$ cat src/rtl/light_pen_capture.sv
// Light-pen hit capture: correlates pen pulses with the LED scan and fires one RAM write strobe per hit.
// Build with PEN_DRAG_EN defined for continuous drawing, where every newly qualified pixel is written while the key is held.
module light_pen_capture #(
  parameter int DEBOUNCE_CYCLES = 20000,
  parameter int HIT_MIN         = 4,
  parameter int SYNC_DELAY      = 2
) (
  input  logic       clk,
  input  logic       rst_n,
  input  logic       pen_in,
  input  logic       pen_key,
  input  logic [7:0] led_row,
  input  logic [7:0] led_col,
  output logic       we,
  output logic       hit_valid,
  output logic [2:0] hit_row,
  output logic [2:0] hit_col,
  output logic       busy
);

  // state     | meaning
  // IDLE      | key up, nothing captured
  // SEEK      | key down, counting pen pulses per scan slot
  // WAIT_SLOT | hit latched, waiting for the scan to revisit it
  // DONE      | write issued, waiting for key release
  typedef enum logic [1:0] {IDLE, SEEK, WAIT_SLOT, DONE} state_t;

  localparam int DB_W = $clog2(DEBOUNCE_CYCLES + 1);
  localparam int HC_W = $clog2(HIT_MIN + 1);

  function automatic logic [2:0] idx8(input logic [7:0] v);
    idx8 = 3'd0;
    for (int i = 0; i < 8; i++)
      if (v[i]) idx8 = 3'(i);
  endfunction

  function automatic logic is_onehot(input logic [7:0] v);
    return (v != 8'd0) && ((v & (v - 8'd1)) == 8'd0);
  endfunction

  state_t            state;
  logic [SYNC_DELAY-1:0] pen_sync;
  logic [SYNC_DELAY-1:0] key_sync;
  logic [15:0]       pos_pipe [SYNC_DELAY];
  logic [15:0]       pos_prev;
  logic              key_db;
  logic [DB_W-1:0]   db_cnt;
  logic [HC_W-1:0]   hit_cnt;
  logic              armed;

  always_ff @(posedge clk or negedge rst_n) begin
    if (!rst_n) begin
      pen_sync <= '0;
      key_sync <= '0;
      for (int i = 0; i < SYNC_DELAY; i++) pos_pipe[i] <= 16'd0;
      pos_prev <= 16'd0;
    end else begin
      pen_sync[0] <= pen_in;
      key_sync[0] <= pen_key;
      pos_pipe[0] <= {led_row, led_col};
      for (int i = 1; i < SYNC_DELAY; i++) begin
        pen_sync[i] <= pen_sync[i-1];
        key_sync[i] <= key_sync[i-1];
        pos_pipe[i] <= pos_pipe[i-1];
      end
      pos_prev <= pos_pipe[SYNC_DELAY-1];
    end
  end

  logic pen_s, key_s;
  assign pen_s = pen_sync[SYNC_DELAY-1];
  assign key_s = key_sync[SYNC_DELAY-1];

  // The FSM reacts in the same cycle key_db takes its new level.
  logic db_flip, key_rise, key_fall;
  assign db_flip  = (key_s != key_db) && (db_cnt == DB_W'(DEBOUNCE_CYCLES - 1));
  assign key_rise = db_flip && key_s;
  assign key_fall = db_flip && !key_s;

  always_ff @(posedge clk or negedge rst_n) begin
    if (!rst_n) begin
      key_db <= 1'b0;
      db_cnt <= '0;
    end else if (key_s == key_db) begin
      db_cnt <= '0;
    end else if (db_flip) begin
      key_db <= key_s;
      db_cnt <= '0;
    end else begin
      db_cnt <= db_cnt + DB_W'(1);
    end
  end

  logic [7:0] row_d, col_d;
  logic       valid_d, slot_change, valid_u, match_now;
  logic [2:0] new_row, new_col;
  assign row_d       = pos_pipe[SYNC_DELAY-1][15:8];
  assign col_d       = pos_pipe[SYNC_DELAY-1][7:0];
  assign valid_d     = is_onehot(row_d) && is_onehot(col_d);
  assign slot_change = pos_pipe[SYNC_DELAY-1] != pos_prev;
  assign valid_u     = is_onehot(led_row) && is_onehot(led_col);
  assign match_now   = valid_u && (idx8(led_row) == hit_row) && (idx8(led_col) == hit_col);
  assign new_row     = idx8(row_d);
  assign new_col     = idx8(col_d);

  // A slot change restarts the run at one so a run never spans two slots.
  logic [HC_W-1:0] cnt_next;
  always_comb begin
    cnt_next = '0;
    if (pen_s && valid_d) begin
      if (slot_change)                       cnt_next = HC_W'(1);
      else if (hit_cnt == HC_W'(HIT_MIN))    cnt_next = hit_cnt;
      else                                   cnt_next = hit_cnt + HC_W'(1);
    end
  end

  logic qualify, same_as_last, accept;
  assign qualify = cnt_next == HC_W'(HIT_MIN);
`ifdef PEN_DRAG_EN
  assign same_as_last = hit_valid && (new_row == hit_row) && (new_col == hit_col);
`else
  assign same_as_last = 1'b0;
`endif
  assign accept = qualify && !same_as_last;

  always_ff @(posedge clk or negedge rst_n) begin
    if (!rst_n) begin
      state     <= IDLE;
      we        <= 1'b0;
      hit_valid <= 1'b0;
      hit_row   <= 3'd0;
      hit_col   <= 3'd0;
      busy      <= 1'b0;
      hit_cnt   <= '0;
      armed     <= 1'b0;
    end else begin
      we <= 1'b0;
      case (state)
        IDLE: begin
          hit_valid <= 1'b0;
          hit_cnt   <= '0;
          if (key_rise) begin
            state <= SEEK;
            busy  <= 1'b1;
          end
        end
        SEEK: begin
          if (key_fall) begin
            state     <= IDLE;
            busy      <= 1'b0;
            hit_valid <= 1'b0;
            hit_cnt   <= '0;
          end else if (accept) begin
            hit_row   <= new_row;
            hit_col   <= new_col;
            hit_valid <= 1'b1;
            hit_cnt   <= '0;
            armed     <= 1'b0;
            state     <= WAIT_SLOT;
          end else begin
            hit_cnt <= cnt_next;
          end
        end
        WAIT_SLOT: begin
          if (key_fall) begin
            state     <= IDLE;
            busy      <= 1'b0;
            hit_valid <= 1'b0;
          end else if (armed && match_now) begin
            we <= 1'b1;
`ifdef PEN_DRAG_EN
            state <= SEEK;
`else
            state <= DONE;
`endif
          end else begin
            // Only a match preceded by a non-matching cycle is a fresh visit.
            armed <= !match_now;
          end
        end
        DONE: begin
          if (key_fall) begin
            state     <= IDLE;
            busy      <= 1'b0;
            hit_valid <= 1'b0;
          end
        end
        default: begin
          state <= IDLE;
          busy  <= 1'b0;
        end
      endcase
    end
  end

endmodule

$ cat config.mk
export PLATFORM = sky130hd
export DESIGN_NAME = light_pen_capture
export DESIGN_NICKNAME = d
export VERILOG_FILES = /design/src/rtl/light_pen_capture.sv
export SDC_FILE = /design/constraint.sdc
export NUM_CORES = 1
export LEC_CHECK = 0
export BUFFER_PORTS_ARGS = -buffer_cell sky130_fd_sc_hd__buf_4
export CAP_MARGIN = 20
export CORE_ASPECT_RATIO = 0.75
export CORE_MARGIN = 4
export CORE_UTILIZATION = 25
export CTS_BUF_LIST = sky130_fd_sc_hd__clkbuf_16
export CTS_CLUSTER_DIAMETER = 50
export DETAILED_ROUTE_END_ITERATION = 16
export PLACE_DENSITY_LB_ADDON = 0.12
export SYNTH_ARGS = -nofsm -noshare
export SYNTH_HDL_FRONTEND = slang
export SYNTH_SLANG_ARGS = --single-unit
$ cat constraint.sdc
create_clock -name clk -period 2.6 [get_ports clk]
set_clock_uncertainty 0.15 [all_clocks]
set_input_delay 0.13 -clock clk [delete_from_list [all_inputs] [get_ports clk]]
set_output_delay 0.13 -clock clk [all_outputs]
set_load 0.03 [all_outputs]
After elaboration in Yosys (flattened, before gate mapping)
Cells that the tools add are included.
- input bits: 20
- register bits after elaboration: 83
- output and inout bits: 9
- logic and storage cells: 139
- eq/ne operators: 21
- add/sub/neg operators: 6
- multiplexer cells: 57
- bitwise operators: 6
- reduce and logical (&&, ||, !) cells: 34
- operators by type and width (kind ; number):
    $mux 3 ; 27
    $and 8x8->8 ; 4
    $logic_not 8->1 ; 4
    $reduce_bool 8->1 ; 4
    $sub 8x1->8 const B ; 4
    $mux 15 ; 2
    $mux 2 ; 8
    $ne 16x16->1 ; 1
    $add 15x1->15 const B ; 1
    $eq 15x15->1 const B ; 1
    $mux 1 ; 15
    $logic_and 1x1->1 ; 13
    $ne 2x2->1 const B ; 6
    $pmux 2 s4 ; 1
    $eq 3x3->1 ; 2
    $eq 3x3->1 const B ; 2
    $ne 3x3->1 const B ; 2
    $pmux 3 s2 ; 1
    $reduce_and 2->1 ; 3
    $reduce_and 5->1 ; 1
    $eq 2x2->1 const B ; 2
    $ne 2x1->1 const B ; 2
    $pmux 1 s2 ; 2
    $reduce_and 4->1 ; 1
    12 further kinds ; 15

Depth between registers and ports, before layout
Gate-level depths: netlist (run 1).
- depth after elaboration: 14
- depth in mapped cells: 9
- gate-level depth less buffers: 8

Worst setup path after synthesis (run 1)
No wires, ideal clock.
- path kind: reg-to-reg
- start point: register pos_pipe, in the netlist col_d[3]
- end point: register hit_col[1]
- required time: 2.323 ns
- setup slack: 0.040 ns
- clock period less this slack: 2.560 ns
- setup time: 0.127 ns
- cell stages (with the launch flop): 8
- data arrival time: 2.283 ns
- buffers on the path: 1
- cell sequence: dfrtp_1 or4_1 o21a_1 a2111oi_4 nand3_2 nor4_4 buf_6 mux2_1
- cells in the longest elaborated chain, start to end: 9
- elaborated cells between the ends (all ways): 17
- those cells by class: add/sub (1); eq/ne (2); mux (7); bitwise (1); reduce/logical (6)
- RTL lines (element ; RTL line ; text):
    start: declaration ; 44 ; logic [15:0] pos_pipe [SYNC_DELAY];
    start signal: indexed assignment ; 64 ; pos_pipe[i] <= pos_pipe[i-1];
    $sub 8x1->8 ; 38 ; return (v != 8'd0) && ((v & (v - 8'd1)) == 8'd0);
    $and 8x8->8 ; 38 ;
    $logic_not 8->1 ; 38 ;
    $logic_and 1x1->1 ; 38 ;
    $logic_and 1x1->1 ; 99 ; assign valid_d = is_onehot(row_d) && is_onehot(col_d);
    $logic_and 1x1->1 ; 110 ; if (pen_s && valid_d) begin
    $mux 3 ; 110 ;
    $eq 3x3->1 ; 118 ; assign qualify = cnt_next == HC_W'(HIT_MIN);
    $reduce_and 3->1 (no source line) ; n/a ;
    end signal: assignment ; 155 ; hit_col <= new_col;
    end: declaration ; 17 ; output logic [2:0] hit_col,
Parallel ways exist; a longest one is shown, timed or not.
A chain may end at the register's enable or synchronous reset.

Worst setup path in the final report (run 1)
Ends and elaborated chain as after synthesis.

==> results.yml, run 1 <==
outcome:
  outcome: "finished clean"
global_routing:
  grt_pass1_wl_um: 14610
  antenna_found_initial: 0
  overflow: 0
  grt_pass1_vias: 2714
  grt_max_degree: 51
  grt.total_usage_pct: 10.84
logic_synthesis:
  synth-xor-area-share_pct: 6.808
  ys.flop_type: "dfrtp_1"
  ys_seq_area_share_pct: 55.67
  synth-compound-area-share_pct: 13.35
  syn_nets: 360
  ys_warn_count: 0
  synth-simple-area-share_pct: 19.52
  syn_avg_cell_area_um2: 11.07
  synth_top_family_by_area: "simple AND/OR/NAND/NOR gates"
  synth_area_um2: 3731
  ys_types: 56
  synth_fa_ha_area_share_pct: 1.006
  synth-edff-count: 0
  async_reset_ff_share_pct: 100.0
  synth-seq-cells: 83
  syn_inst: 337
  synthMuxAreaShare_pct: 1.744
die:
  initial_core_util_pct: 25.64
  design.die.area_um2: 16960
  die_w_um: 149.1
  die_h_um: 113.8
  placementRows: 38
  core_area_um2: 14550
  pin_count: 29
timing:
  tightest_slew_ps: 514.3
  max_slew_margin_pct: 65.71
  setup_viol: 0
  finalSetupTns_ps: 0
  period_needed_ps: 2435
  finalCritPeriodShare_pct: 93.65
  setup_ws_ps: 165.0
  timing.fmax_mhz: 410.7
  whs_ps: 146.3
  slew_viol_final: 0
  hold_viol: 0
  rsz0062_at_grt: "false"
clock_tree:
  cts-root-buf: "clkbuf_16"
  clock-sinks: 83
  clock_path_buffers: 2
  htreeDepth: 3
  cts_buffers: 9
  cts.clk_slew.worst_paths_ps: 60
  cts_tree: "done"
  insertion_delay_ps: 330
drt:
  detail_route.first_pass.iterations: 4
  drc: 0
  drt_iter0_markers: 176
  vias: 2743
  ant_nets: 0
  wire_per_inst_um: 13.88
  vias_per_cell: 4.460
  totalWireLength_um: 8536
layout:
  layout.nets: 433
  final_util_pct: 33.23
  drive_above_1_share_pct: 19.76
  instances_no_fill: 615
  antenna_cells: 0
  syn2layout_area_growth_pct: 29.58
  final_area_um2: 4835
  fillerInstances: 1518
pwr:
  p_switching_mw: 0.6313
  power.internal_mw: 2.163
  switching_share_pct: 22.59
  seqPwrFrac_pct: 49.0
  p_per_area_nw_per_um2: 578.0
  p_leak_nw: 2.058
  p_comb_share_pct: 7.6
  p_total_mw: 2.794
  clock_power_share_pct: 43.4
  ir_worst_vdd_mv: 0.3488
placement:
  place_congestion: 0.7713
  place_inst: 579
  placed_cell_area_um2: 4320
  pre_cts_ws_ps: -32.52
  dp_hpwl_um: 6260
  io_buffers: 28
critical_path:
  crit_type: "flop to flop"
  critical_path.max_stage_delay_ps: 540
  cp-start-kind: "flop"
  worstPathArrival_ps: 2500
  crit_path_end_kind: "flop"
  worstPathMaxFanout: 9
  crit_chain: "or4_4, o21a_1, a2111oi_4, nand3_2, nor4_4, buf_6, mux2_1"
  slowest_stage: "or4_4"
  required_ps: 2660
job:
  cap_violations: 0
worst_hold_path:
  worstHoldPathType: "input pin to async pin"
-- metal layers --
layer  share of wire (%)  GRT usage [%]
met1                  57          17.34
met2                  39          13.77
met3                 2.8          2.661
met4                 1.6          3.841
met5                   0              0
-- layout make-up --
class | instances | area [µm²] | share of cell area [%]
Clock buffer | 9 | 225.2 | 4.658
Clock inverter | 7 | 61.31 | 1.268
Inverter | 12 | 45.04 | 0.9317
Multi-Input combinational cell | 237 | 1609 | 33.28
Sequential cell | 83 | 2077 | 42.96
Tap cell | 200 | 250.2 | 5.176
Timing Repair Buffer | 67 | 566.8 | 11.72
-- repair_timing --
action	4_1_cts	5_1_grt
pin swaps	2	0
setup buffers	0	1
hold buffers	19	0
endpoints found under the setup margin	3	9
resized for setup	1	6
endpoints found under the hold margin	51	0
-- synthesized netlist by cell type (2+ instances only) --
cell	instances	area, µm²
and4b_1	2	20.02
mux2i_1	2	20.02
xnor2_1	4	35.03
or3_1	6	37.54
nor4_2	3	37.54
a221oi_1	2	17.52
o22ai_1	2	12.51
a22oi_1	3	22.52
a21oi_1	16	80.08
clkbuf_1	4	15.01
o211ai_1	4	30.03
o21bai_1	2	15.01
o21ai_0	18	90.09
nand2_1	16	60.06
nand4_1	6	37.54
nor3_1	7	35.03
a21o_1	2	15.01
nand2b_1	5	31.28
nor4b_1	2	17.52
or4_1	3	22.52
nor2_1	39	146.4
and3_1	4	25.02
nand3_1	8	40.04
a31oi_1	5	31.28
o21ai_1	3	15.01
inv_2	2	7.510
inv_1	10	37.54
o311a_1	2	20.02
ha_1	3	37.54
xor2_1	25	219.0
dfrtp_1	83	2077
mux2_1	4	45.04
o31ai_1	4	30.03
and4_1	4	35.03
o21a_1	2	15.01
a2111oi_0	2	17.52
nor4_1	9	56.30
-- worst max-delay path, delay by kind of cell (launching register included) --
family	cells	cell delay (ps)
mux	1	310
buf+inv	1	170
compound gates	2	460
flops	1	370
simple gates	3	840
-- path summary, 6_finish.rpt --
check | start | end | slack (ps) | cells past startpoint
max | col_d[3] | hit_col[1] | 160 | 7
min | rst_n | pos_pipe[18] | 150 | 2
max reg2reg | col_d[3] | hit_col[1] | 160 | 7
min reg2reg | pos_pipe[20] | col_d[4] | 200 | 0
max in group asynchronous | rst_n | state[0] | 1540 | 3
min in group clk | pos_pipe[20] | col_d[4] | 200 | 0
-- kinds of logic after synthesis --
family,count (synthesis)
multiplexers,6
adder cells (fa/ha/maj),3
XOR/XNOR,29
buffers and inverters,17
AO/OA/AOI/OAI,74
AND/OR/NAND/NOR,125
flip-flops,83
-- registers in the layout (all words and copies together) (netlist names) --
register   flops
pos_pipe      24
pos_prev      16
db_cnt        15
col_d          8
hit_cnt        3
hit_col        3
hit_row        3
key_sync       2
pen_sync       2
state          2
armed          1
busy           1
hit_valid      1
key_db         1
we             1
-- layout by cell type, fill, tap and decap left out, types with 3 or more instances in the layout --
master | synthesis | layout
clkbuf_16 | 0 | 9
xor2_1 | 25 | 25
and4_1 | 4 | 4
xnor2_1 | 4 | 4
buf_4 | 0 | 46
dlygate4sd3_1 | 0 | 19
nor2_1 | 39 | 39
ha_1 | 3 | 3
o31ai_1 | 4 | 3
a22oi_1 | 3 | 3
o21ai_1 | 3 | 3
mux2_1 | 4 | 4
o21ai_0 | 18 | 18
dfrtp_1 | 83 | 83
nand4_1 | 6 | 6
a31oi_1 | 5 | 5
o211ai_1 | 4 | 4
nor3_1 | 7 | 6
inv_1 | 10 | 12
nor4_2 | 3 | 4
a21oi_1 | 16 | 16
or3_1 | 6 | 6
nor4_1 | 9 | 8
nand2_1 | 16 | 16
nand3_1 | 8 | 8
nand2b_1 | 5 | 5
and3_1 | 4 | 4
-- power by group through the flow --
stage	logic, mW	clock network (mW)	registers [mW]
global placement	0.189	0	1.39
finish	0.213	1.21	1.37
detailed placement	0.190	0	1.39
CTS	0.213	1.26	1.37
floorplan	0.0783	0	1.39
global route	0.240	1.32	1.37
Power figures use the tool's default switching activity.
==> inputs of run 2 (changes only) <==
--- a/config.mk
+++ b/config.mk
@@ -9,7 +9,7 @@
 export CAP_MARGIN = 20
 export CORE_ASPECT_RATIO = 0.75
 export CORE_MARGIN = 4
-export CORE_UTILIZATION = 25
+export CORE_UTILIZATION = 31
 export CTS_BUF_LIST = sky130_fd_sc_hd__clkbuf_16
 export CTS_CLUSTER_DIAMETER = 50
 export DETAILED_ROUTE_END_ITERATION = 16
==> results.yml, run 2 (same netlist as run 1, synthesis figures left out) <==
die:
  initial_core_util_pct: 31.89
  placementRows: 34
  die_h_um: 103.0
  die_w_um: 134.7
  design.die.area_um2: 13870
  pin_count: 29
  core_area_um2: 11700
clock_tree:
  cts-root-buf: "clkbuf_16"
  cts_setup_buffers: 0
  cts_tree: "done"
  htreeDepth: 3
  clock-sinks: 83
  clock_path_buffers: 2
  cts_buffers: 9
  cts.clk_slew.worst_paths_ps: 60
  insertion_delay_ps: 330
timing:
  rsz0062_at_grt: "false"
  period_needed_ps: 2460
  slew_viol_final: 0
  tightest_slew_ps: 527.2
  setup_ws_ps: 140.2
  hold_viol: 0
  setup_viol: 0
  finalCritPeriodShare_pct: 94.61
  timing.fmax_mhz: 406.5
  finalSetupTns_ps: 0
  max_slew_margin_pct: 64.85
global_routing:
  grt_max_degree: 46
  grt_pass1_vias: 2652
  overflow: 0
  antenna_found_initial: 0
  grt_pass1_wl_um: 13850
  grt.total_usage_pct: 12.82
drt:
  wire_per_inst_um: 14.12
  drt_iter0_markers: 157
  totalWireLength_um: 8105
  vias_per_cell: 4.760
  drc: 0
  detail_route.first_pass.iterations: 4
  vias: 2732
  ant_nets: 0
critical_path:
  cp-start-kind: "flop"
  crit_path_end_kind: "flop"
  worstPathArrival_ps: 2520
  required_ps: 2660
  crit_type: "flop to flop"
  worstPathMaxFanout: 9
outcome:
  outcome: "finished clean"
layout:
  layout.nets: 430
  fillerInstances: 1135
  mostFrequentLayoutCells: "83 x dfrtp_1, 43 x buf_4, 39 x nor2_1"
  syn2layout_area_growth_pct: 27.60
  final_common_cell: "dfrtp_1"
  reg.largest.list: "pos_pipe (24), pos_prev (16), db_cnt (15)"
  drive_above_1_share_pct: 19.17
  largest_register_ffs: 24
  antenna_cells: 0
  top_register: "pos_pipe"
placement:
  pre_cts_ws_ps: -21.55
  dp_hpwl_um: 5948
  io_buffers: 28
  place_congestion: 0.8229
job:
  cap_violations: 0
pwr:
  ir_worst_vdd_mv: 0.3158
  p_per_area_nw_per_um2: 591.8
  p_leak_nw: 2.038
worst_hold_path:
  worstHoldPathType: "input pin to async pin"
## run 2: what timing repair did
| item | CTS | global route |
|---|---|---|
| endpoints found under the hold margin | 56 | 0 |
| setup endpoints to repair | 3 | 6 |
| pin swaps | 2 | 0 |
| gates resized for setup | 1 | 3 |
| hold buffers | 19 | 0 |
## run 2: final timing paths
check / start / endpoint / slack [ps] / cells after the start
max in group asynchronous: rst_n / pos_prev[13] / 1540 / 3
worst max register to register: pos_pipe[10] / hit_col[1] / 140 / 7
worst min register to register: pos_pipe[21] / col_d[5] / 200 / 0
worst max-delay path: pos_pipe[10] / hit_col[1] / 140 / 7
min in group clk: pos_pipe[21] / col_d[5] / 200 / 0
worst min-delay path: rst_n / pos_pipe[16] / 160 / 2
## run 2: cell type report
| type | count | area [µm²] | share of cell area [%] |
|---|---|---|---|
| Timing Repair Buffer | 64 | 544.3 | 11.43 |
| Clock inverter | 7 | 67.56 | 1.419 |
| Multi-Input combinational cell | 237 | 1599 | 33.59 |
| Tap cell | 162 | 202.7 | 4.258 |
| Inverter | 12 | 45.04 | 0.9461 |
| Clock buffer | 9 | 225.2 | 4.731 |
| Sequential cell | 83 | 2077 | 43.63 |
## run 2: layer usage
metal / up-vias / track usage (%) / wire length, µm
met5: - / 0 / 0
met2: 52 / 16.75 / 3120
met3: 9 / 3.463 / 250
met4: 0 / 4.147 / 120
met1: 1300 / 20.10 / 4613
li1: 1371 / - / -
## run 2: per-stage QoR
step	utilization (%)	hold WS, ps	total power, mW	cell area [µm²]	std cells
floorplan	-	-315.6	1.468	3731	337
global placement	36.40	-12.13	1.578	4258	539
detailed placement	36.40	-14.27	1.579	4258	539
CTS	40.56	170.5	2.855	4745	574
global route	40.70	206.8	2.957	4761	574
finish	40.70	161.4	2.818	4761	574
## run 2: critical path: stages (launching register included)
cell and delay [ps]:
dfrtp_1 380, or4_4 580, a2111oi_0 310, a31o_1 190
nand3_2 90, nor4_4 160, buf_6 170, mux2_1 320
## run 2: report_power, final
group          internal, mW  switching (mW)  total, mW  leakage, nW
clock network         0.740           0.502       1.24        0.141
logic                0.0935           0.113      0.207        0.865
registers              1.34          0.0326       1.37         1.03
